### src/rtl/snoop_loader_pkg.sv
// Shared definitions for the snoop loader: command codes, FSM state encoding
// and datapath widths used by the loader and its read sequencer.
// Ports: none (package only).
package snoop_loader_pkg;

   localparam int DATA_W = 8;
   localparam int ADDR_W = 8;
   // One extra bit so that a count byte of zero can stand for 256 bytes
   localparam int CNT_W  = 9;

   localparam logic [DATA_W-1:0] CMD_WRITE = 8'h01;
   localparam logic [DATA_W-1:0] CMD_RUN   = 8'h02;
   localparam logic [DATA_W-1:0] CMD_HALT  = 8'h03;
   localparam logic [DATA_W-1:0] CMD_READ  = 8'h04;

   typedef enum logic [2:0] {
      ST_IDLE,
      ST_W_ADDR,
      ST_W_CNT,
      ST_W_DATA,
      ST_R_ADDR,
      ST_R_WAIT,
      ST_R_OUT
   } state_e;

   // A count byte of 0 means a full 256-byte burst
   function automatic logic [CNT_W-1:0] countFromByte(input logic [DATA_W-1:0] b);
      return (b == '0) ? CNT_W'(256) : {1'b0, b};
   endfunction

endpackage

### src/rtl/snoop_loader_rd.sv
// Read sequencer for the snoop loader. On start_i it waits RD_LATENCY clocks
// for discus to present snoopq, captures it into the output register and
// holds it valid until the consumer accepts it.
// Ports:
//   clk_i, reset_ni    clock, asynchronous active-low reset
//   start_i            pulse: snoopa now holds the read address
//   snoopq_i           discus read data
//   out_ready_i        consumer ready
//   capture_o          high on the cycle snoopq_i is captured
//   done_o             high on the cycle the readback byte is handed off
//   out_data_o/valid_o readback byte and its valid flag
// Only instantiated when SNOOP_LOADER_READBACK_EN is defined.
module snoop_loader_rd
   import snoop_loader_pkg::*;
#(
   parameter int unsigned RD_LATENCY = 2
) (
   input  logic              clk_i,
   input  logic              reset_ni,
   input  logic              start_i,
   input  logic [DATA_W-1:0] snoopq_i,
   input  logic              out_ready_i,
   output logic              capture_o,
   output logic              done_o,
   output logic [DATA_W-1:0] out_data_o,
   output logic              out_valid_o
);

   localparam int WAIT_W = (RD_LATENCY > 1) ? $clog2(RD_LATENCY) : 1;
   // The capture edge itself is the last of the RD_LATENCY clocks, so the
   // counter starts one short. RD_LATENCY must be at least 1.
   localparam logic [WAIT_W-1:0] WAIT_INIT = WAIT_W'(RD_LATENCY - 1);

   logic              waiting_q;
   logic [WAIT_W-1:0] waitCnt_q;
   logic [DATA_W-1:0] outData_q;
   logic              outValid_q;

   assign capture_o   = waiting_q && (waitCnt_q == '0);
   assign done_o      = outValid_q && out_ready_i;
   assign out_data_o  = outData_q;
   assign out_valid_o = outValid_q;

   // Wait counter and output register; the byte stays valid until handed off
   always_ff @(posedge clk_i or negedge reset_ni) begin
      if (!reset_ni) begin
         waiting_q  <= 1'b0;
         waitCnt_q  <= '0;
         outData_q  <= '0;
         outValid_q <= 1'b0;
      end else begin
         if (start_i) begin
            waiting_q <= 1'b1;
            waitCnt_q <= WAIT_INIT;
         end else if (capture_o) begin
            waiting_q  <= 1'b0;
            outData_q  <= snoopq_i;
            outValid_q <= 1'b1;
         end else if (waiting_q) begin
            waitCnt_q <= waitCnt_q - WAIT_W'(1);
         end
         if (done_o) begin
            outValid_q <= 1'b0;
         end
      end
   end

endmodule

### src/rtl/snoop_loader.sv
// Upstream feeder for the discus snoop port. Parses a valid/ready byte stream
// of framed commands (WRITE addr cnt data..., RUN, HALT, READ addr) into
// snoop-port program writes and owns the core's program-mode and reset lines.
// Ports:
//   clk, reset                 clock, asynchronous active-low reset
//   in_data/in_valid/in_ready  command byte stream
//   snoopa/snoopd/snoopp       program address, data and program mode to discus
//   snoopm                     snoop read strobe (readback builds only)
//   snoopq                     discus read data
//   cpu_reset                  active-high reset to discus
//   err                        sticky unknown-command flag
//   out_data/out_valid/out_ready readback stream
// Optional feature: define SNOOP_LOADER_READBACK_EN to enable the READ command;
// otherwise 0x04 is an unknown command and the readback outputs are tied low.
module snoop_loader
   import snoop_loader_pkg::*;
#(
   parameter bit          BOOT_HALTED = 1'b1,
   parameter int unsigned RD_LATENCY  = 2
) (
   input  logic              clk,
   input  logic              reset,
   input  logic [DATA_W-1:0] in_data,
   input  logic              in_valid,
   output logic              in_ready,
   output logic [ADDR_W-1:0] snoopa,
   output logic [DATA_W-1:0] snoopd,
   output logic              snoopp,
   output logic              snoopm,
   input  logic [DATA_W-1:0] snoopq,
   output logic              cpu_reset,
   output logic              err,
   output logic [DATA_W-1:0] out_data,
   output logic              out_valid,
   input  logic              out_ready
);

   state_e            state_q, state_d;
   logic [ADDR_W-1:0] ptr_q, ptr_d;
   logic [CNT_W-1:0]  remain_q, remain_d;
   logic [ADDR_W-1:0] snoopA_q, snoopA_d;
   logic [DATA_W-1:0] snoopD_q, snoopD_d;
   logic              snoopP_q, snoopP_d;
   logic              cpuReset_q, cpuReset_d;
   logic              err_q, err_d;
   logic              accept;

   assign accept    = in_valid && in_ready;
   assign snoopa    = snoopA_q;
   assign snoopd    = snoopD_q;
   assign snoopp    = snoopP_q;
   assign cpu_reset = cpuReset_q;
   assign err       = err_q;

`ifdef SNOOP_LOADER_READBACK_EN
   logic rdStart;
   logic rdCapture;
   logic rdDone;
   logic snoopM_q;

   assign rdStart = accept && (state_q == ST_R_ADDR);
   assign snoopm  = snoopM_q;

   snoop_loader_rd #(
      .RD_LATENCY (RD_LATENCY)
   ) u_rd (
      .clk_i       (clk),
      .reset_ni    (reset),
      .start_i     (rdStart),
      .snoopq_i    (snoopq),
      .out_ready_i (out_ready),
      .capture_o   (rdCapture),
      .done_o      (rdDone),
      .out_data_o  (out_data),
      .out_valid_o (out_valid)
   );

   // Read strobe spans the whole read, from address accept until hand-off
   always_ff @(posedge clk or negedge reset) begin
      if (!reset) begin
         snoopM_q <= 1'b0;
      end else if (rdStart) begin
         snoopM_q <= 1'b1;
      end else if (rdDone) begin
         snoopM_q <= 1'b0;
      end
   end
`else
   logic unusedRd;

   assign unusedRd  = ^{snoopq, out_ready, (RD_LATENCY > 0)};
   assign snoopm    = 1'b0;
   assign out_data  = '0;
   assign out_valid = 1'b0;
`endif

   // State register
   always_ff @(posedge clk or negedge reset) begin
      if (!reset) begin
         state_q <= ST_IDLE;
      end else begin
         state_q <= state_d;
      end
   end

   // Next-state logic: frames advance one accepted byte at a time
   always_comb begin
      state_d = state_q;
      case (state_q)
         ST_IDLE: begin
            if (accept) begin
               case (in_data)
                  CMD_WRITE: state_d = ST_W_ADDR;
`ifdef SNOOP_LOADER_READBACK_EN
                  CMD_READ:  state_d = ST_R_ADDR;
`endif
                  default:   state_d = ST_IDLE;
               endcase
            end
         end
         ST_W_ADDR: if (accept) state_d = ST_W_CNT;
         ST_W_CNT:  if (accept) state_d = ST_W_DATA;
         ST_W_DATA: if (accept && (remain_q == CNT_W'(1))) state_d = ST_IDLE;
`ifdef SNOOP_LOADER_READBACK_EN
         ST_R_ADDR: if (accept) state_d = ST_R_WAIT;
         ST_R_WAIT: if (rdCapture) state_d = ST_R_OUT;
         ST_R_OUT:  if (rdDone) state_d = ST_IDLE;
`endif
         default:   state_d = ST_IDLE;
      endcase
   end

   // Output and datapath next-values; snoopa/snoopd hold between data bytes
   always_comb begin
      in_ready   = 1'b0;
      ptr_d      = ptr_q;
      remain_d   = remain_q;
      snoopA_d   = snoopA_q;
      snoopD_d   = snoopD_q;
      snoopP_d   = snoopP_q;
      cpuReset_d = cpuReset_q;
      err_d      = err_q;
      case (state_q)
         ST_IDLE, ST_W_ADDR, ST_W_CNT, ST_W_DATA, ST_R_ADDR: in_ready = 1'b1;
         default: in_ready = 1'b0;
      endcase
      if (accept) begin
         case (state_q)
            ST_IDLE: begin
               case (in_data)
                  CMD_WRITE, CMD_HALT: begin
                     snoopP_d   = 1'b1;
                     cpuReset_d = 1'b1;
                  end
                  CMD_RUN: begin
                     snoopP_d   = 1'b0;
                     cpuReset_d = 1'b0;
                  end
`ifdef SNOOP_LOADER_READBACK_EN
                  CMD_READ: ;
`endif
                  default: err_d = 1'b1;
               endcase
            end
            ST_W_ADDR: ptr_d = in_data;
            ST_W_CNT:  remain_d = countFromByte(in_data);
            ST_W_DATA: begin
               snoopA_d = ptr_q;
               snoopD_d = in_data;
               ptr_d    = ptr_q + ADDR_W'(1);
               remain_d = remain_q - CNT_W'(1);
            end
            ST_R_ADDR: snoopA_d = in_data;
            default: ;
         endcase
      end
   end

   // Datapath registers; program mode and core reset come up per BOOT_HALTED
   always_ff @(posedge clk or negedge reset) begin
      if (!reset) begin
         ptr_q      <= '0;
         remain_q   <= '0;
         snoopA_q   <= '0;
         snoopD_q   <= '0;
         snoopP_q   <= BOOT_HALTED;
         cpuReset_q <= BOOT_HALTED;
         err_q      <= 1'b0;
      end else begin
         ptr_q      <= ptr_d;
         remain_q   <= remain_d;
         snoopA_q   <= snoopA_d;
         snoopD_q   <= snoopD_d;
         snoopP_q   <= snoopP_d;
         cpuReset_q <= cpuReset_d;
         err_q      <= err_d;
      end
   end

endmodule

### config.mk
export PLATFORM = sky130hd
export DESIGN_NAME = snoop_loader
export DESIGN_NICKNAME = d
export VERILOG_FILES = /design/src/rtl/snoop_loader_pkg.sv /design/src/rtl/snoop_loader_rd.sv /design/src/rtl/snoop_loader.sv
export SDC_FILE = /design/constraint.sdc
export NUM_CORES = 1
export LEC_CHECK = 0
export CAP_MARGIN = 15
export CORE_MARGIN = 2
export CORE_UTILIZATION = 40
export CTS_CLUSTER_SIZE = 28
export DETAILED_ROUTE_END_ITERATION = 10
export GPL_TIMING_DRIVEN = 0
export PLACE_DENSITY = 0.68
export REMOVE_ABC_BUFFERS = 1
export SYNTH_ARGS = -nofsm -noshare
export SYNTH_HDL_FRONTEND = slang
export SYNTH_SLANG_ARGS = --single-unit
### constraint.sdc
create_clock -name clk -period 1.7 [get_ports clk]
set_clock_uncertainty 0.1 [all_clocks]
set_input_delay 0.34 -clock clk [delete_from_list [all_inputs] [get_ports clk]]
set_output_delay 0.34 -clock clk [all_outputs]
set_load 0.05 [all_outputs]
== After elaboration in Yosys (flattened, before gate mapping) ==
Index checks and enable logic that the tools add are counted.
Storage, ports and cells
  register bits: 38
  bits in latches: 0
  RAM bits: 0
  memory bits (read-only): 0
  input bits: 20
  logic and storage cells: 52
  memories kept: 0
Operators by class
  add/subtract/negate cells: 2
  $mul: 0
  div/mod/pow operators: 0
  $lt $le $gt $ge: 0
  equal/unequal tests: 12
  shifts and indexed selects: 0
  multiplexer cells: 12
  bitwise gates (word level): 1
  reductions and logical operators: 18
Operator list (count)
  8-bit one-hot mux with 2 select lines: 2
  9-bit one-hot mux with 2 select lines: 1
  8-bit by 2-bit == test with 1-bit output, second input constant: 2
  3-bit two-way mux: 4
  3-bit one-hot mux with 4 select lines: 1
  9-bit by 1-bit == test with 1-bit output, second input constant: 1
  9-bit two-way mux: 1
  9-bit by 1-bit subtractor with 9-bit output, second input constant: 1
  8-bit by 1-bit adder with 8-bit output, second input constant: 1
  8-bit by 1-bit == test with 1-bit output, second input constant: 1
  8-bit logical NOT: 1
  2-bit inequality test, second input constant: 4
  2-bit AND reduction: 4
  2-bit nonzero test: 4
  3-bit by 2-bit == test with 1-bit output, second input constant: 2
  3-bit AND reduction: 2
  5-bit OR reduction: 1
  4-bit AND reduction: 1
  3-bit by 1-bit == test with 1-bit output, second input constant: 1
  3-bit == test, second input constant: 1
  3-bit logical NOT: 1
  3-bit OR reduction: 1
  1-bit logical AND: 2
  1-bit two-way mux: 2
  other kinds (3): 3

== Longest topological paths before layout ==
  depth after elaboration: 7
  depth in mapped cells: 7

== Worst setup path after synthesis ==
No wires, ideal clock.
  kind: register -> register
  from: register state_q[1]
  to: register state_q[1]
  arrival: 1839 ps
  data required time: 1472 ps
  setup slack: -367 ps
  stages on the path, launching flop included: 7
  path buffers: 1
  cell sequence: dfrtp_1 inv_1 ha_1 buf_4 or4_4 a21oi_2 mux2_1
On the way
  longest elaborated chain between the ends: 7
  elaborated cells between the ends (all ways): 15
  classes of those cells: 8 x eq/ne; 2 x mux; 5 x reduce/logical
Ends and longest elaborated chain
  from (decl): line snoop_loader.sv:38  | state_e state_q, state_d;
  from (signal assigned): line snoop_loader.sv:102  | state_q <= state_d;
  3-bit by 2-bit == test with 1-bit output (tied with other cells): line snoop_loader.sv:143  | case (state_q)
  5-bit OR reduction (*): line snoop_loader.sv:143
  1-bit two-way mux (*): line snoop_loader.sv:143
  named net in_ready: line snoop_loader.sv:25  | output logic in_ready,
  1-bit logical AND (*): line snoop_loader.sv:48  | assign accept = in_valid && in_ready;
  1-bit logical AND: line snoop_loader.sv:123  | ST_W_DATA: if (accept && (remain_q == CNT_W'(1))) state_d = ST_IDLE;
  2-bit inequality test (no source line)
  4-bit AND reduction (no source line) (*)
The timed path passes the listed nets; every way through them passes the cells marked *.
A chain may end at the register's enable or synchronous reset.

== Final worst setup path ==
  from: register state_q[0]
  to: output port in_ready
On the way
  longest elaborated chain between the ends: 3
  elaborated cells between the ends (all ways): 7
  classes of those cells: 4 x eq/ne; 1 x mux; 2 x reduce/logical
Ends and longest elaborated chain (line)
  3-bit by 2-bit == test with 1-bit output (tied with other cells): snoop_loader.sv:143
  5-bit OR reduction (*): snoop_loader.sv:143
  1-bit two-way mux (*): snoop_loader.sv:143
  to (decl): snoop_loader.sv:25
Mark *: on every way between the ends. The rest lies on a longest branch, timed or not.

==> implementation parameters <==
Parameter                              Value

Final layout
  Count of nets after finishing    270
  Fraction of layout instances using a drive strength above 1    0.222
  Final antenna diode count    0
  Growth of design area from synthesis to finish    28.6%
  Non-Filler Cell Area, Final    0.00270 sq mm

Route
  Number of remaining DRC errors    0
  Via density    5.50
  DR pass1 iterations    4
  Total number of vias    1721
  Routed wirelength normalized by instance count    15.8 um
  Total detailed-routing wirelength    4960 um
  First DRT Iteration DRCs    145
  Post-route antenna net violation count    0

Logic synthesis
  Post-Syn Instances    206
  Unique cell type count in the Yosys netlist    42
  Multiplexer fraction of the synthesized cell area    0.119
  Number of synthesized register bits    37
  Mapped cell area    0.00210 sq mm
  Parity-gate share of the synthesized area counting xor and xnor cells    0
  Primary flip-flop cell chosen by synthesis mapping    dfrtp_1
  Post-synthesis compound-gate area fraction    0.200
  Main combinational cell family by area after synthesis    compound AO/OA/AOI/OAI gates
  Number of enable flip-flop cells after synthesis    0
  Yosys synthesis warning count    0
  Synthesized area per cell    10.2 sq um
  Area share of fa/ha/maj cells after synthesis    0.0417
  FFs w/ async S/R, synth    1.00
  Share of synthesized cell area in and, or, nand and nor gates    0.122
  Seq/Total Area, Yosys    0.442

CTS
  Number of hold-repair buffers added at the cts stage    0
  Clock insertion delay at the later pin of the skew report    290 ps
  Post-CTS clock slew at the launch and capture registers of the worst setup and hold paths    70 ps
  Bufs on Longest Clock Path    2
  Root buffer selected by CTS    clkbuf_8
  Total number of H-tree levels    2
  Number of buffers inserted during clock tree synthesis    5
  CTS tree    done
  Total clock sinks    37

Global route
  Largest net degree at the start of global routing    38
  Initial antenna violation count    0
  First-pass GRT wire length    8070 um
  Via count of the first global-routing pass    1614
  Overflow left after global routing    0
  Global-route usage over all layers    0.173

Pwr
  Sequential share of power    0.315
  Sw power    2.55 mW
  Leak    1.16 nW
  Clock power frac    0.114
  Comb pwr share    0.571
  Power density over cell area    2020 mW/mm^2
  Highest ir drop seen on vdd    0.00101 V
  P_int    2.92 mW
  Fraction of power spent switching nets    0.466

Critical path
  Crit path capture type    output port
  Kind of start point of the critical path    flip-flop
  Destination of the worst register-to-register timing path    state_q[1]
  Reg-to-reg startpoint    state_q[0]
  Critical path startpoint    state_q[0]
  CP required    1260 ps
  CP max-delay cell    or4_4
  Critical path endpoint    in_ready
  Max stage delay on crit path    540 ps
  Worst Setup Path Type    flip-flop to output port
  Logic depth of the worst register-to-register path    6
  Arrival time worst endpoint    1700 ps
  Critical path peak fanout    4
  Cells traversed along the worst timing path    inv_2 > ha_4 > or4_4 > buf_8
  Reg2reg setup slack    -380 ps

Place
  Final weighted congestion in routability-driven placement    0.832
  Area after DPL    0.00238 sq mm
  Placed wire-length estimate    2920 um
  Placement Setup Slack    -1170 ps
  Count of buffers from port buffering    30

Floorplan
  Die Width    76.4 um
  Top Ports    50
  Overall die height    76.4 um
  Std cell rows    26
  Die area    0.00584 sq mm
  Initial cell density of the core    0.413
  Core region area    0.00507 sq mm

STA
  Slew at the pin closest to its max-slew limit    847 ps
  Period Utilization, post-route    1.26
  Worst rel slew slack    0.435
  Number of slew-limit violations in the final report    0
  Final critical-path required period    2140 ps
  Count of endpoints failing setup in the final report    3
  Fmax achieved    468 MHz
  Final worst setup slack    -436 ps
  Hold Fails Final Rpt    0
  Unrepaired setup endpoints after global routing    true

Run status
  Run status    finished with violations
  Violated checks    negative setup slack

Hold path
  HP Class    primary input to async pin

Job
  Max-Cap Viols    0
## logic make-up after synthesis
group           after synthesis
simple gates                 48
flops                        37
other cells                   1
compound gates               63
mux                          23
fa+ha+maj                     7
buf+inv                      27
## what timing repair did
| action | CTS | global route |
|---|---|---|
| gates cloned | 0 | 0 |
| pin swaps | 5 | 3 |
| gates resized for setup | 56 | 19 |
| endpoints found under the setup margin | 57 | 32 |
| setup buffers | 9 | 3 |
## cells in the final DEF, fill, tap and decap left out, types with 3 or more instances in the layout
cell             netlist  final
clkdlybuf4s50_1        0      4
nand2_1               17     15
o22a_1                13     13
nand3_1                7      7
mux2i_1                7      7
o21ai_0                4      4
conb_1                 1     10
dlygate4sd2_1          0     20
ha_4                   0      5
nor3_1                 4      3
buf_4                 12     10
nor2_1                 7      7
inv_2                  0      3
o21ai_1                4      3
o22ai_1               17     17
dfrtp_1               36     34
mux2_1                 9      8
a21oi_1               16     16
clkbuf_8               0      6
mux2_2                 7      7
## through the flow
stage	util	total power, mW	cells	hold slack, ps	TNS, ps
floorplan	-	3.63	194	-55.6	-5400
global placement	0.470	4.35	294	367	-67840
detailed placement	0.469	4.41	294	359	-40370
CTS	0.513	5.24	310	87.6	-1020
global route	0.532	5.83	313	119	-1210
finish	0.532	5.46	313	54.8	-1110
## power groups by stage
stage | registers, mW | clock network [mW] | logic, mW
after detailed placement | 1.67 | 0 | 2.74
after global placement | 1.66 | 0 | 2.69
after CTS | 1.68 | 0.645 | 2.91
after floorplan | 2.24 | 0 | 1.39
after global routing | 1.80 | 0.678 | 3.35
final | 1.72 | 0.623 | 3.12
## flip-flops by register name, indices dropped and copies added (netlist names)
signal and count:
cpu_reset 1, state_q 2, err 1, snoopa 8, snoopd 8, ptr_q 8
remain_q 9
## worst min path at each step
stage                            to  cells after the start
final                      ptr_q[2]                      1
after global routing      snoopa[0]                      1
after floorplan                 err                      0
after global placement    snoopa[0]                      2
after CTS                 snoopa[4]                      1
after detailed placement        err                      1
## synth_stat cells, types with 2 or more instances
cell type   n  area, sq um
a21oi_1    16         80.1
and4_1      2         17.5
buf_2       7         35.0
buf_4      12         90.1
dfrtp_1    36          901
ha_1        7         87.6
inv_1       6         22.5
mux2_1      9          101
mux2_2      7         78.8
mux2i_1     7         70.1
nand2_1    17         63.8
nand3_1     7         35.0
nor2_1      7         26.3
nor3_1      4         20.0
o21ai_0     4         20.0
o21ai_1     4         20.0
o22a_1     13          114
o22ai_1    17          106
## worst max-delay path: cells and delay by family (launching register included)
family / cells / cell delay [ps]
buffers and inverters: 2 / 280
flip-flops: 1 / 430
adder cells (fa/ha/maj): 1 / 170
AND/OR/NAND/NOR: 1 / 540
## metal layers
| layer | up-vias | GRT usage | wire (um) | share of wire |
|---|---|---|---|---|
| li1 | 827 | - | - | - |
| met1 | 831 | 0.236 | 2290 | 0.46 |
| met2 | 54 | 0.273 | 2370 | 0.48 |
| met3 | 9 | 0.0355 | 224 | 0.045 |
| met4 | 0 | 0.0673 | 77 | 0.016 |
| met5 | - | 0 | 0 | 0 |
## layout make-up
class | count | area (sq um)
flip-flops and latches | 37 | 930
well taps | 70 | 87.6
multi-input cells | 151 | 1190
clock buffers | 7 | 86.3
repair buffers | 42 | 377
fillers | 462 | 2380
inverters | 6 | 25.0
No activity file was read; power rests on OpenSTA's default activity.
